===== src/rtl/cpu2_core.sv =====
// cpu2_core: LED-matrix register machine with carry/zero flags, branches, button input and HALT.
// Defining CPU2_STACK_EN adds a STACK_DEPTH-entry return-address stack for CALL/RET.
module cpu2_core #(
   parameter int DATA_W      = 8,
   parameter int PC_W        = 11,
   parameter int ROM_LAT     = 1,
   parameter int STACK_DEPTH = 4,
   parameter int SCAN_LSB    = 13
) (
   input  logic            clk,
   input  logic            rst_n,
   input  logic [7:0]      btn,
   input  logic [23:0]     counter,
   input  logic [15:0]     dout,
   output logic [PC_W-1:0] pc_out,
   output logic [3:0]      led,
   output logic [7:0]      row,
   output logic [7:0]      col,
   output logic            halted
);

   typedef enum logic [1:0] {
      S_FETCH,
      S_WAIT,
      S_EXEC,
      S_HALT
   } state_t;

   localparam logic [4:0] OP_MOV  = 5'b00001;
   localparam logic [4:0] OP_MVI  = 5'b00010;
   localparam logic [4:0] OP_ADD  = 5'b00011;
   localparam logic [4:0] OP_SUB  = 5'b00100;
   localparam logic [4:0] OP_AND  = 5'b00101;
   localparam logic [4:0] OP_OR   = 5'b00110;
   localparam logic [4:0] OP_XOR  = 5'b00111;
   localparam logic [4:0] OP_INC  = 5'b01000;
   localparam logic [4:0] OP_NOT  = 5'b01001;
   localparam logic [4:0] OP_ROR  = 5'b01010;
   localparam logic [4:0] OP_ROL  = 5'b01011;
   localparam logic [4:0] OP_IN   = 5'b01100;
   localparam logic [4:0] OP_JMP  = 5'b10000;
   localparam logic [4:0] OP_JC   = 5'b10001;
   localparam logic [4:0] OP_JNC  = 5'b10010;
   localparam logic [4:0] OP_JZ   = 5'b10011;
   localparam logic [4:0] OP_JNZ  = 5'b10100;
   localparam logic [4:0] OP_HALT = 5'b11111;

   // Last WAIT count before EXEC; unused when ROM_LAT=1 because WAIT is skipped.
   localparam logic [1:0] WAIT_LAST = 2'(ROM_LAT - 2);

   state_t            state_q, state_d;
   logic [1:0]        waitCnt_q, waitCnt_d;
   logic [PC_W-1:0]   pc_q, pc_d, pcInc, tgt;
   logic [DATA_W-1:0] regs_q [8];
   logic              c_q, c_d, z_q, z_d;
   logic [4:0]        op;
   logic [2:0]        rd, rs, scanIdx;
   logic [DATA_W-1:0] rdVal, rsVal, wrData;
   logic [DATA_W:0]   sum;
   logic              wrEn, updZ, stackErr;
   logic              unusedCounter;

`ifdef CPU2_STACK_EN
   localparam logic [4:0] OP_CALL = 5'b10101;
   localparam logic [4:0] OP_RET  = 5'b10110;
   localparam int SP_W  = $clog2(STACK_DEPTH + 1);
   localparam int IDX_W = (STACK_DEPTH > 1) ? $clog2(STACK_DEPTH) : 1;

   logic [PC_W-1:0] stack_q [STACK_DEPTH];
   logic [SP_W-1:0] sp_q, sp_d;
   logic            stackErr_q, stackErr_d, pushEn;
   logic [IDX_W-1:0] pushIdx, popIdx;

   assign pushIdx  = IDX_W'(sp_q);
   assign popIdx   = IDX_W'(sp_q - SP_W'(1));
   assign stackErr = stackErr_q;
`else
   localparam int unusedDepth = STACK_DEPTH;
   assign stackErr = 1'b0;
`endif

   assign op      = dout[15:11];
   assign rd      = dout[10:8];
   assign rs      = dout[7:5];
   assign tgt     = dout[PC_W-1:0];
   assign rdVal   = regs_q[rd];
   assign rsVal   = regs_q[rs];
   assign pcInc   = pc_q + PC_W'(1);
   assign scanIdx = counter[SCAN_LSB +: 3];
   assign unusedCounter = ^counter;

   assign pc_out = pc_q;
   assign halted = (state_q == S_HALT);
   assign led    = {halted, stackErr, z_q, c_q};

   // Matrix scan is purely combinational so the display keeps running while halted.
   always_comb begin
      row = '0;
      col = '1;
      for (int k = 0; k < 8; k++) begin
         row[7-k] = regs_q[scanIdx][k];
         col[7-k] = (scanIdx != 3'(k));
      end
   end

   always_comb begin
      state_d   = state_q;
      waitCnt_d = waitCnt_q;
      pc_d      = pc_q;
      c_d       = c_q;
      z_d       = z_q;
      wrEn      = 1'b0;
      wrData    = '0;
      updZ      = 1'b0;
      sum       = '0;
`ifdef CPU2_STACK_EN
      sp_d       = sp_q;
      stackErr_d = stackErr_q;
      pushEn     = 1'b0;
`endif
      case (state_q)
         S_FETCH: begin
            waitCnt_d = '0;
            state_d   = (ROM_LAT == 1) ? S_EXEC : S_WAIT;
         end
         S_WAIT: begin
            if (waitCnt_q == WAIT_LAST) state_d = S_EXEC;
            else waitCnt_d = waitCnt_q + 2'd1;
         end
         S_EXEC: begin
            state_d = S_FETCH;
            pc_d    = pcInc;
            case (op)
               OP_MOV: begin wrEn = 1'b1; wrData = rsVal; end
               OP_MVI: begin wrEn = 1'b1; wrData = DATA_W'(dout[7:0]); end
               OP_ADD: begin
                  sum    = {1'b0, rdVal} + {1'b0, rsVal};
                  wrEn   = 1'b1;
                  wrData = sum[DATA_W-1:0];
                  c_d    = sum[DATA_W];
                  updZ   = 1'b1;
               end
               OP_SUB: begin
                  wrEn   = 1'b1;
                  wrData = rdVal - rsVal;
                  c_d    = (rdVal < rsVal);
                  updZ   = 1'b1;
               end
               OP_AND: begin wrEn = 1'b1; wrData = rdVal & rsVal; c_d = 1'b0; updZ = 1'b1; end
               OP_OR:  begin wrEn = 1'b1; wrData = rdVal | rsVal; c_d = 1'b0; updZ = 1'b1; end
               OP_XOR: begin wrEn = 1'b1; wrData = rdVal ^ rsVal; c_d = 1'b0; updZ = 1'b1; end
               OP_INC: begin
                  sum    = {1'b0, rdVal} + (DATA_W+1)'(1);
                  wrEn   = 1'b1;
                  wrData = sum[DATA_W-1:0];
                  c_d    = sum[DATA_W];
                  updZ   = 1'b1;
               end
               OP_NOT: begin wrEn = 1'b1; wrData = ~rdVal; c_d = 1'b0; updZ = 1'b1; end
               OP_ROR: begin wrEn = 1'b1; wrData = {rdVal[0], rdVal[DATA_W-1:1]}; end
               OP_ROL: begin wrEn = 1'b1; wrData = {rdVal[DATA_W-2:0], rdVal[DATA_W-1]}; end
               OP_IN:  begin wrEn = 1'b1; wrData = DATA_W'(btn); end
               OP_JMP: pc_d = tgt;
               OP_JC:  if (c_q)  pc_d = tgt;
               OP_JNC: if (!c_q) pc_d = tgt;
               OP_JZ:  if (z_q)  pc_d = tgt;
               OP_JNZ: if (!z_q) pc_d = tgt;
`ifdef CPU2_STACK_EN
               // Overflowing CALL falls through to pc+1 and only raises the sticky error.
               OP_CALL: begin
                  if (sp_q == SP_W'(STACK_DEPTH)) begin
                     stackErr_d = 1'b1;
                  end else begin
                     pushEn = 1'b1;
                     sp_d   = sp_q + SP_W'(1);
                     pc_d   = tgt;
                  end
               end
               OP_RET: begin
                  if (sp_q == '0) begin
                     stackErr_d = 1'b1;
                  end else begin
                     sp_d = sp_q - SP_W'(1);
                     pc_d = stack_q[popIdx];
                  end
               end
`endif
               OP_HALT: begin
                  state_d = S_HALT;
                  pc_d    = pc_q;
               end
               default: ;
            endcase
            if (updZ) z_d = (wrData == '0);
         end
         default: ;
      endcase
   end

   always_ff @(posedge clk or negedge rst_n) begin
      if (!rst_n) begin
         state_q   <= S_FETCH;
         waitCnt_q <= '0;
         pc_q      <= '0;
         c_q       <= 1'b0;
         z_q       <= 1'b0;
         for (int i = 0; i < 8; i++) regs_q[i] <= '0;
      end else begin
         state_q   <= state_d;
         waitCnt_q <= waitCnt_d;
         pc_q      <= pc_d;
         c_q       <= c_d;
         z_q       <= z_d;
         if (wrEn) regs_q[rd] <= wrData;
      end
   end

`ifdef CPU2_STACK_EN
   always_ff @(posedge clk or negedge rst_n) begin
      if (!rst_n) begin
         sp_q       <= '0;
         stackErr_q <= 1'b0;
         for (int i = 0; i < STACK_DEPTH; i++) stack_q[i] <= '0;
      end else begin
         sp_q       <= sp_d;
         stackErr_q <= stackErr_d;
         if (pushEn) stack_q[pushIdx] <= pcInc;
      end
   end
`endif

endmodule

===== config.mk =====
export PLATFORM = sky130hd
export DESIGN_NAME = cpu2_core
export DESIGN_NICKNAME = d
export VERILOG_FILES = /design/src/rtl/cpu2_core.sv
export SDC_FILE = /design/constraint.sdc
export NUM_CORES = 1
export LEC_CHECK = 0
export CORE_AREA = 2 2 157 159
export CTS_CLUSTER_SIZE = 8
export DETAILED_ROUTE_END_ITERATION = 10
export DIE_AREA = 0 0 159 161
export SLEW_MARGIN = 20
export SYNTH_ARGS = -nofsm -noshare
export SYNTH_HDL_FRONTEND = slang
export SYNTH_SLANG_ARGS = --single-unit

===== constraint.sdc =====
create_clock -name clk -period 9.9 [get_ports clk]
set_input_delay 1.98 -clock clk [delete_from_list [all_inputs] [get_ports clk]]
set_output_delay 1.98 -clock clk [all_outputs]
set_load 0.005 [all_outputs]

---- Word-level counts from Yosys, hierarchy flattened ----
Index checks and enable logic that the tools add are counted.
operators by class
  bitwise logic cells ..................... 8
  multiplexer cells ....................... 30
  reductions and logical operators ........ 15
  equal/unequal tests ..................... 31
  $lt $le $gt $ge ......................... 5
  add/sub/neg operators ................... 5
operator list
  kind                                                  number
  case mux 8 bit (12 select lines)                      1
  binary-select mux 8 bit (select 3 bit)                3
  2-to-1 mux 8 bit                                      9
  case mux 11 bit (6 select lines)                      1
  bitwise mux 64 bit                                    1
  2-to-1 mux 11 bit                                     4
  equality test 5 bit (second input constant)           6
  equality test 5 x 4 -> 1 bit (second input constant)  5
  demux 8 bit (select 3 bit)                            1
  equality test 5 x 3 -> 1 bit (second input constant)  4
  >= comparator 4 bit (second input constant)           3
  inequality test 3 bit (second input constant)         4
  NOT 3 -> 4 bit                                        3
  OR reduction 12 bit                                   1
  adder 11 x 1 -> 11 bit (second input constant)        1
  equality test 5 x 2 -> 1 bit (second input constant)  2
  AND reduction 2 bit                                   5
  adder 8 x 1 -> 9 bit (second input constant)          1
  adder 8 x 8 -> 9 bit                                  1
  AND 8 bit                                             1
  zero test 8 bit                                       1
  less-than comparator 8 bit                            1
  NOT 8 bit                                             1
  bitwise OR 8 bit                                      1
  23 further kinds                                      33
storage, ports and cells
  flip-flop bits (word level) ............. 81
  logic and storage cells ................. 107
  input port bits ......................... 50

---- Longest topological paths before layout ----
Gate-level depths: netlist (run 1).
  depth after elaboration ................. 9
  mapped depth ............................ 16

---- Least setup slack after synthesis (run 1) ----
OpenSTA, ideal clock, no wires.
  path kind ............................... input port to output port
  start ................................... in counter[13]
  end ..................................... out row[0]
  stages on the path ...................... 4
  required time ........................... 7.920 ns
  setup slack ............................. 4.269 ns
  data arrival time ....................... 3.651 ns
  path buffers ............................ 2
  cells stage by stage .................... clkbuf_1 buf_1 mux4_2 mux2_2
on the way
  word-level cells in the longest chain between the ends .. 4
RTL lines
  element                                              line  RTL
  from (decl)                                          13    input logic [23:0] counter,
  NOT 3 -> 4 bit (not written as such)                 101   row[7-k] = regs_q[scanIdx][k];
  binary-select mux 8 bit (select 3 bit)               101
  2-to-1 mux 8 bit (not written as such) (2 in a row)  101
  to (decl)                                            17    output logic [7:0] row,
Every way passes these cells. The select of a mux whose other input is x is not followed.

---- Worst setup path in the final report (run 1) ----
  start ................................... in dout[8]
  end ..................................... reg regs_q[15] (netlist name)
on the way
  word-level cells in the longest chain between the ends .. 9
RTL lines
  element                                              line     RTL
  from (decl)                                          14       input logic [15:0] dout,
  NOT 3 -> 4 bit (not written as such) (*)             86, 214
  binary-select mux 8 bit (select 3 bit)               86       assign rdVal = regs_q[rd];
  2-to-1 mux 8 bit (not written as such) (2 in a row)  86
  adder 8 x 1 -> 9 bit, or another cell as far along   153      sum = {1'b0, rdVal} + (DATA_W+1)'(1);
  case mux 8 bit (12 select lines)                     133      case (op)
  2-to-1 mux 8 bit (2 in a row)                        121      case (state_q)
  bitwise mux 64 bit (*)                               214      if (wrEn) regs_q[rd] <= wrData;
  to (signal, indexed assignment)                      214
  to (decl)                                            54       logic [DATA_W-1:0] regs_q [8];
Every way passes the cells marked *; elsewhere a longest branch is shown, timed or not. The select of a mux whose other input is x is not followed.
A chain may end at the register's enable or synchronous reset.

==> run summary, run 1 <==
SYNTHESIS
------------------------------------------------------------------------------------------------------
Net Count, Synth ........................................................................          755
Area share of the largest cell type after synthesis .....................................       29.83%
Count of flip-flops with a built-in enable after synthesis ..............................            0
Cell accounting for the most synthesized area ........................................... sky130_fd_sc_hd__dfrtp_1
Synth area leaders ...................................................................... sky130_fd_sc_hd__dfrtp_1 (30%), sky130_fd_sc_hd__mux4_2 (14%), sky130_fd_sc_hd__mux2_2 (9.8%)
Most frequent cell after synthesis ...................................................... sky130_fd_sc_hd__dfrtp_1
Mapped Cells ............................................................................          676
Mapped Avg Cell Area ....................................................................    10.05 µm²
Sequential area share after synthesis ...................................................       29.83%
Flip-flop and latch count after synthesis ...............................................           81
Top cell types by occurrence after synthesis ............................................ sky130_fd_sc_hd__dfrtp_1 (81), sky130_fd_sc_hd__mux2_2 (59), sky130_fd_sc_hd__nand2_1 (57), sky130_fd_sc_hd__nor2_1 (57), sky130_fd_sc_hd__mux4_2 (41)
Yosys cell types ........................................................................           71
Area of the mapped netlist ..............................................................     6795 µm²
Yosys warning total .....................................................................            0
Share of async-settable or async-resettable flops after synthesis .......................       100.0%
Ys flop type ............................................................................ sky130_fd_sc_hd__dfrtp_1

LAYOUT
------------------------------------------------------------------------------------------------------
Filler cells ............................................................................         2491
Area added between synthesis and finish .................................................       16.87%
Final layout net count ..................................................................          788
Total area of sequential cells ..........................................................     2027 µm²
Area occupied by multi-input gates ......................................................     4434 µm²
Fraction of layout instances using a drive strength above 1 .............................       21.29%
Diode insertion count for antenna repair ................................................            0

CLOCK TREE
------------------------------------------------------------------------------------------------------
Setup repair bufs after CTS .............................................................            0
TritonCTS clock tree ....................................................................         done
# clock sinks ...........................................................................           81
Clock transition at the register clock pins on the worst setup and hold paths after CTS .        70 ps
Clk Tree Root Cell ...................................................................... sky130_fd_sc_hd__clkbuf_16
CTS hold repair buffers .................................................................            0
Clock Tree Buf Depth ....................................................................            2
H-tree depth ............................................................................            3
Skew-Pair Late Insertion Delay ..........................................................       360 ps
Number of gates resized after CTS .......................................................            0
Inserted Clock Buffers ..................................................................            9

TIMING
------------------------------------------------------------------------------------------------------
Final number of hold-violating endpoints ................................................            0
Peak Freq ...............................................................................    154.6 MHz
Slew at the pin with the worst max-slew slack ...........................................      1164 ps
Final setup violation count .............................................................            0
RSZ-0062 raised after global routing ....................................................        false
Final setup TNS .........................................................................         0 ps
Worst setup skew after layout ...........................................................     12.21 ps
Worst setup slack after layout ..........................................................      3431 ps
Final slew viol count ...................................................................            0
Final worst path period need ............................................................      6469 ps
Crit share post-route ...................................................................       65.35%
Headroom to the max-slew limit ..........................................................       22.09%

FLOW RUN
------------------------------------------------------------------------------------------------------
Total of max-cap violations .............................................................            0

WORST SETUP PATH
------------------------------------------------------------------------------------------------------
Startpoint kind of the worst setup timing path .......................................... primary input
Reg-to-Reg Start ........................................................................    regs_q[8]
Cell with the biggest individual delay on the critical path ............................. sky130_fd_sc_hd__mux4_1
Critical Path End Type ..................................................................         flop
Instance count on the critical path .....................................................           12
Critical path, cell by cell ............................................................. buf_2, mux4_1, mux2i_2, inv_1, ha_1, a211oi_1, o21bai_1, a2111oi_0, o41ai_1, nor2_1, nand2_1, mux2_2
R2R Path End ............................................................................   regs_q[15]
R2R cell count ..........................................................................           11
Critical path's top delay family ........................................................ multiplexers
Required time of the critical path ......................................................     10130 ps
Data arrival time of the worst path .....................................................      6700 ps
Worst R2R Setup Slack ...................................................................      5450 ps
Count of buffer and inverter cells on the critical path .................................            2
Worst setup path class ..................................................................    in -> reg
Largest stage delay on the critical path ................................................       680 ps
Highest fanout seen on the critical path ................................................           31

PLACEMENT
------------------------------------------------------------------------------------------------------
Worst setup timing slack at the placement stage .........................................      3119 ps
IO Port Bufs ............................................................................           59
Post-detail-place hpwl ..................................................................     14790 µm
Final RePlAce weighted congestion .......................................................       0.8529

FLOORPLANNING
------------------------------------------------------------------------------------------------------
I/O pin count ...........................................................................           82
FP Rows .................................................................................           57
Die boundary height .....................................................................       161 µm
Starting density of the core ............................................................       28.36%
Area of the die .........................................................................    25600 µm²
Core Area ...............................................................................    23960 µm²
Chip width ..............................................................................       159 µm

PWR
------------------------------------------------------------------------------------------------------
Net Sw Frac .............................................................................       38.47%
Register share of total power ...........................................................        35.3%
Internal power ..........................................................................    0.8595 mW
Comb pwr share ..........................................................................        41.2%
Pwr/cell area ........................................................................... 175.9 nW/µm²
Total design power ......................................................................     1.397 mW
Net load switching power ................................................................    0.5374 mW
Worst vdd rail ir drop ..................................................................   0.08890 mV
Leakage power of the design .............................................................     3.202 nW
Share of power burned in the clock network ..............................................        23.5%

GLOBAL ROUTING
------------------------------------------------------------------------------------------------------
Initial antenna violation count .........................................................            0
First-pass GRT wire length ..............................................................     33320 µm
Overflow left after global routing ......................................................            0
Maximum number of pins on one net before global-route repair ............................           64
Via count of the first global-routing pass ..............................................         5734
Total routing usage reported by global routing ..........................................       16.58%

WORST HOLD PATH
------------------------------------------------------------------------------------------------------
Worst min-delay path startpoint .........................................................   regs_q[44]
HP Class ................................................................................   reg -> reg
Count of cells along the worst hold path ................................................            2
Hold path endpoint ......................................................................   regs_q[44]

DETAILED ROUTING
------------------------------------------------------------------------------------------------------
Number of iterations in the first detailed-routing pass .................................            5
Total wire length .......................................................................     21020 µm
Via Count ...............................................................................         5751
Count of routing violations after the opening detailed-route iteration ..................          557
Vias per inst ...........................................................................        5.540
WL/cell .................................................................................     20.25 µm
Post-DRT Antenna Nets ...................................................................            0
DRC .....................................................................................            0

RUN STATUS
------------------------------------------------------------------------------------------------------
Run status .............................................................................. finished clean

==> cells by family (layout without fill, tap and decap cells) <==
kind of cell               count (synthesis)  after routing  share of synthesized area, %
other                                      1              1                       0.05519
DFF                                       81             81                         29.83
AOI/OAI and AO/OA                        165            165                         17.79
and+or+nand+nor                          184            184                         12.56
muxes                                    124            124                         27.56
xor gates and xnor gates                  13             13                         1.676
buffers and inverters                     79            117                         4.972
adders and majority gates                 29             29                         5.561
==> power groups by stage <==
stage	sequential (mW)	clock [mW]	combinational, mW
global placement	0.494	0	0.565
finish	0.493	0.328	0.576
floorplan	0.470	0	0.393
global route	0.507	0.344	0.635
detailed placement	0.499	0	0.572
CTS	0.492	0.334	0.574
==> worst max path at each step <==
stage	start	endpoint	slack, ps
after floorplan	counter[13]	row[0]	4270
after global placement	dout[8]	regs_q[47]	3060
after detailed placement	dout[8]	regs_q[4]	3120
after CTS	dout[8]	regs_q[52]	3480
after global routing	dout[5]	regs_q[63]	3100
final	dout[8]	regs_q[15]	3430
==> worst min-delay path: cells and delay by family, from the launching register on <==
family             cells  cell delay (ps)
and+or+nand+nor        1               60
AOI/OAI and AO/OA      1               60
DFF                    1              370
==> layout by cell type, fill, tap and decap left out, types with 7 or more instances in the layout <==
cell,count
sky130_fd_sc_hd__dfrtp_1,81
sky130_fd_sc_hd__mux2_2,59
sky130_fd_sc_hd__nand2_1,57
sky130_fd_sc_hd__nor2_1,57
sky130_fd_sc_hd__clkdlybuf4s50_1,57
sky130_fd_sc_hd__mux4_2,41
sky130_fd_sc_hd__a21oi_1,29
sky130_fd_sc_hd__inv_1,28
sky130_fd_sc_hd__ha_1,27
sky130_fd_sc_hd__mux2i_1,20
sky130_fd_sc_hd__o31ai_1,20
sky130_fd_sc_hd__o21ai_0,19
sky130_fd_sc_hd__nand3_1,14
sky130_fd_sc_hd__buf_4,13
sky130_fd_sc_hd__a31oi_1,12
sky130_fd_sc_hd__xnor2_1,12
sky130_fd_sc_hd__nor3_1,11
sky130_fd_sc_hd__o22ai_1,9
sky130_fd_sc_hd__clkbuf_16,9
sky130_fd_sc_hd__o22a_1,8
sky130_fd_sc_hd__nand2b_1,7
sky130_fd_sc_hd__a211oi_1,7
==> stage by stage <==
step	hold slack, ps	cells	utilization [%]	instance area (µm²)
5_1_grt	558.3	1038	33.14	7941
6_report	524.2	1038	33.14	7941
3_5_place_dp	512.4	1022	31.93	7652
4_1_cts	526.3	1038	33.14	7941
2_1_floorplan	475.9	676	-	6795
3_3_place_gp	502.5	1022	31.92	7649
==> cell type report <==
cell class / instances / area share, %
timing repair buffer: 71 / 8.476
clock inverter: 7 / 0.8035
inverter: 30 / 1.418
tap: 324 / 5.105
sequential: 81 / 25.52
clock buffer: 9 / 2.836
multi-input combinational: 516 / 55.84
==> flip-flops by register name, summed over array words and instances, names as in the netlist <==
| register | count |
|---|---|
| waitCnt_q | 2 |
| pc_out | 11 |
| regs_q | 64 |
| z_q | 1 |
| state_q | 2 |
| c_q | 1 |
==> routing by layer <==
layer	vias to the layer above	GRT usage, %	routed length (µm)
li1	2624	-	-
met1	2892	23.25	9793
met2	211	26.30	9579
met3	24	3.005	1270
met4	0	4.793	374
met5	-	0	0
No activity file was read; power rests on OpenSTA's default activity.
==> run 2: changes to the inputs <==
- clock period: 9.9 -> 5.92 ns (I/O delays scaled with it)
==> run 2 against run 1 <==
Net effect:
- global-route usage hardly changed
- sequential cell count stayed put
- sequential share of layout area is 0.61 points lower
- worst setup slack worse by 2600 ps
- non-clock buffer count is 22 higher
- critical path type unchanged
- critical endpoint is now regs_q[47]
- largest cell class unchanged
- largest power group unchanged
- highest routed layer unchanged
==> run summary, run 2 (synthesized netlist as in run 1, its figures left out) <==
RUN STATUS
------------------------------------------------------------------------------------------------------
Run status .............................................................................. finished clean

TIMING
------------------------------------------------------------------------------------------------------
Final setup TNS .........................................................................         0 ps   unchanged
Slew at the pin with the worst max-slew slack ...........................................      1173 ps   +8.586 ps
Final slew viol count ...................................................................            0   unchanged
Final number of hold-violating endpoints ................................................            0   unchanged
RSZ-0062 raised after global routing ....................................................        false
Crit share post-route ...................................................................       85.62%
Peak Freq ...............................................................................    197.3 MHz
Worst setup skew after layout ...........................................................     9.836 ps   -2.375 ps
Final setup violation count .............................................................            0   unchanged
Headroom to the max-slew limit ..........................................................       21.51%   -0.57 points
Final worst path period need ............................................................      5068 ps
Fin Hold WS .............................................................................     534.6 ps   +10.46 ps

GLOBAL ROUTING
------------------------------------------------------------------------------------------------------
Overflow left after global routing ......................................................            0   unchanged
Maximum number of pins on one net before global-route repair ............................           82   +28%
Initial antenna violation count .........................................................            0   unchanged
Via count of the first global-routing pass ..............................................         5592   -2.5%
First-pass GRT wire length ..............................................................     33040 µm   -0.85%
Total routing usage reported by global routing ..........................................       16.58%   about the same

CLOCK TREE
------------------------------------------------------------------------------------------------------
Setup repair bufs after CTS .............................................................            0   unchanged
Skew-Pair Late Insertion Delay ..........................................................       350 ps   about the same
# clock sinks ...........................................................................           81   unchanged
Clock Tree Buf Depth ....................................................................            2   unchanged
Clk Tree Root Cell ...................................................................... sky130_fd_sc_hd__clkbuf_16
CTS hold repair buffers .................................................................            0   unchanged
Inserted Clock Buffers ..................................................................            9   unchanged
TritonCTS clock tree ....................................................................         done
Number of gates resized after CTS .......................................................            0   unchanged
H-tree depth ............................................................................            3   unchanged
Clock transition at the register clock pins on the worst setup and hold paths after CTS .        60 ps   about the same

PLACEMENT
------------------------------------------------------------------------------------------------------
Post-detail-place hpwl ..................................................................     15450 µm   +4.4%
IO Port Bufs ............................................................................           59   unchanged
Final RePlAce weighted congestion .......................................................       0.8451   -0.91%
Number of cells in the design after placement ...........................................         1044   +2.2%

DETAILED ROUTING
------------------------------------------------------------------------------------------------------
WL/cell .................................................................................     20.09 µm   -0.77%
Via Count ...............................................................................         5853   +1.8%
Total wire length .......................................................................     21280 µm   +1.2%
Post-DRT Antenna Nets ...................................................................            0   unchanged
DRC .....................................................................................            0   unchanged
Number of iterations in the first detailed-routing pass .................................            5   unchanged
Count of routing violations after the opening detailed-route iteration ..................          570   +2.3%
Vias per inst ...........................................................................        5.527   -0.24%

WORST HOLD PATH
------------------------------------------------------------------------------------------------------
HP Class ................................................................................   reg -> reg
Count of cells along the worst hold path ................................................            2   unchanged

LAYOUT
------------------------------------------------------------------------------------------------------
Diode insertion count for antenna repair ................................................            0   unchanged
Largest Register ........................................................................       regs_q
Area added between synthesis and finish .................................................       19.74%
Number of standard cells in the final layout excluding fillers ..........................         1059   +2.0%
Commonest non-fill, non-tap cell in the layout .......................................... sky130_fd_sc_hd__dfrtp_1
Fraction of layout instances using a drive strength above 1 .............................       23.27%   +2.0 points
Final layout net count ..................................................................          810   +2.8%
Number of flip-flops in the largest register ............................................           64   unchanged
Commonest cells after routing, fill and taps aside ...................................... sky130_fd_sc_hd__dfrtp_1 (81), sky130_fd_sc_hd__mux2_2 (59), sky130_fd_sc_hd__nand2_1 (57), sky130_fd_sc_hd__nor2_1 (57), sky130_fd_sc_hd__clkdlybuf4s50_1 (57)

FLOORPLANNING
------------------------------------------------------------------------------------------------------
Starting density of the core ............................................................       28.36%   unchanged
Chip width ..............................................................................       159 µm   unchanged
Die boundary height .....................................................................       161 µm   unchanged
I/O pin count ...........................................................................           82   unchanged
FP Rows .................................................................................           57   unchanged
Core Area ...............................................................................    23960 µm²   unchanged
Area of the die .........................................................................    25600 µm²   unchanged

PWR
------------------------------------------------------------------------------------------------------
Total design power ......................................................................     2.429 mW   +74%
Worst vdd rail ir drop ..................................................................    0.1489 mV   +68%
Leakage power of the design .............................................................     3.334 nW   +4.1%
Pwr/cell area ........................................................................... 298.6 nW/µm²   +70%

WORST SETUP PATH
------------------------------------------------------------------------------------------------------
Required time of the critical path ......................................................      6150 ps   -3980 ps
Data arrival time of the worst path .....................................................      5290 ps   -1410 ps
Critical Path End Type ..................................................................         flop
R2R cell count ..........................................................................           12   +1
Startpoint kind of the worst setup timing path .......................................... primary input
Worst setup path class ..................................................................    in -> reg
Highest fanout seen on the critical path ................................................           10   -68%

FLOW RUN
------------------------------------------------------------------------------------------------------
Total of max-cap violations .............................................................            0   unchanged

run 2: through the flow:
step | instance area, µm² | setup WS [ps] | util, %
floorplan | 6795 | 1235 | -
global placement | 7814 | 542.1 | 32.61
detailed placement | 7814 | 483.4 | 32.61
CTS | 8133 | 823.2 | 33.94
global route | 8137 | 536.8 | 33.95
finish | 8137 | 851.5 | 33.95
run 2: path summary, 6_finish.rpt:
check                            from    endpoint  slack [ps]
min in group asynchronous       rst_n  regs_q[18]         890
setup reg to reg           regs_q[58]  regs_q[47]        2030
hold / removal             regs_q[14]  regs_q[14]         530
max in group asynchronous       rst_n   regs_q[5]        4510
setup / recovery             dout[10]  regs_q[47]         850
hold reg to reg            regs_q[14]  regs_q[14]         530
run 2: layer usage:
metal	global-route usage, %	vias to the layer above	wire length, µm
li1	-	2681	-
met1	23.49	2922	9764
met2	25.81	225	9711
met3	3.621	25	1471
met4	4.132	0	333
met5	0	-	0
run 2: final cells by class:
type | count | area, µm²
Fill cell | 2484 | 15830
Multi-Input combinational cell | 516 | 4431
Sequential cell | 81 | 2027
Timing Repair Buffer | 93 | 842.1
Tap cell | 324 | 405.4
Clock buffer | 11 | 242.7
Inverter | 30 | 112.6
Clock inverter | 4 | 76.32
run 2: power by group:
part	switching, mW	internal, mW
Combinational	0.500	0.488
Clock	0.232	0.380
Sequential	0.148	0.681
Total	0.880	1.55
run 2: critical path, stage by stage:
cell	delay (ps)
sky130_fd_sc_hd__clkdlybuf4s50_1	850
sky130_fd_sc_hd__mux4_2	430
sky130_fd_sc_hd__mux2i_4	310
sky130_fd_sc_hd__inv_2	70
sky130_fd_sc_hd__ha_1	290
sky130_fd_sc_hd__a211oi_1	360
sky130_fd_sc_hd__o21bai_1	170
sky130_fd_sc_hd__a2111oi_0	620
sky130_fd_sc_hd__o41ai_1	170
sky130_fd_sc_hd__nor2_1	320
sky130_fd_sc_hd__nand2_1	200
sky130_fd_sc_hd__mux2_2	300
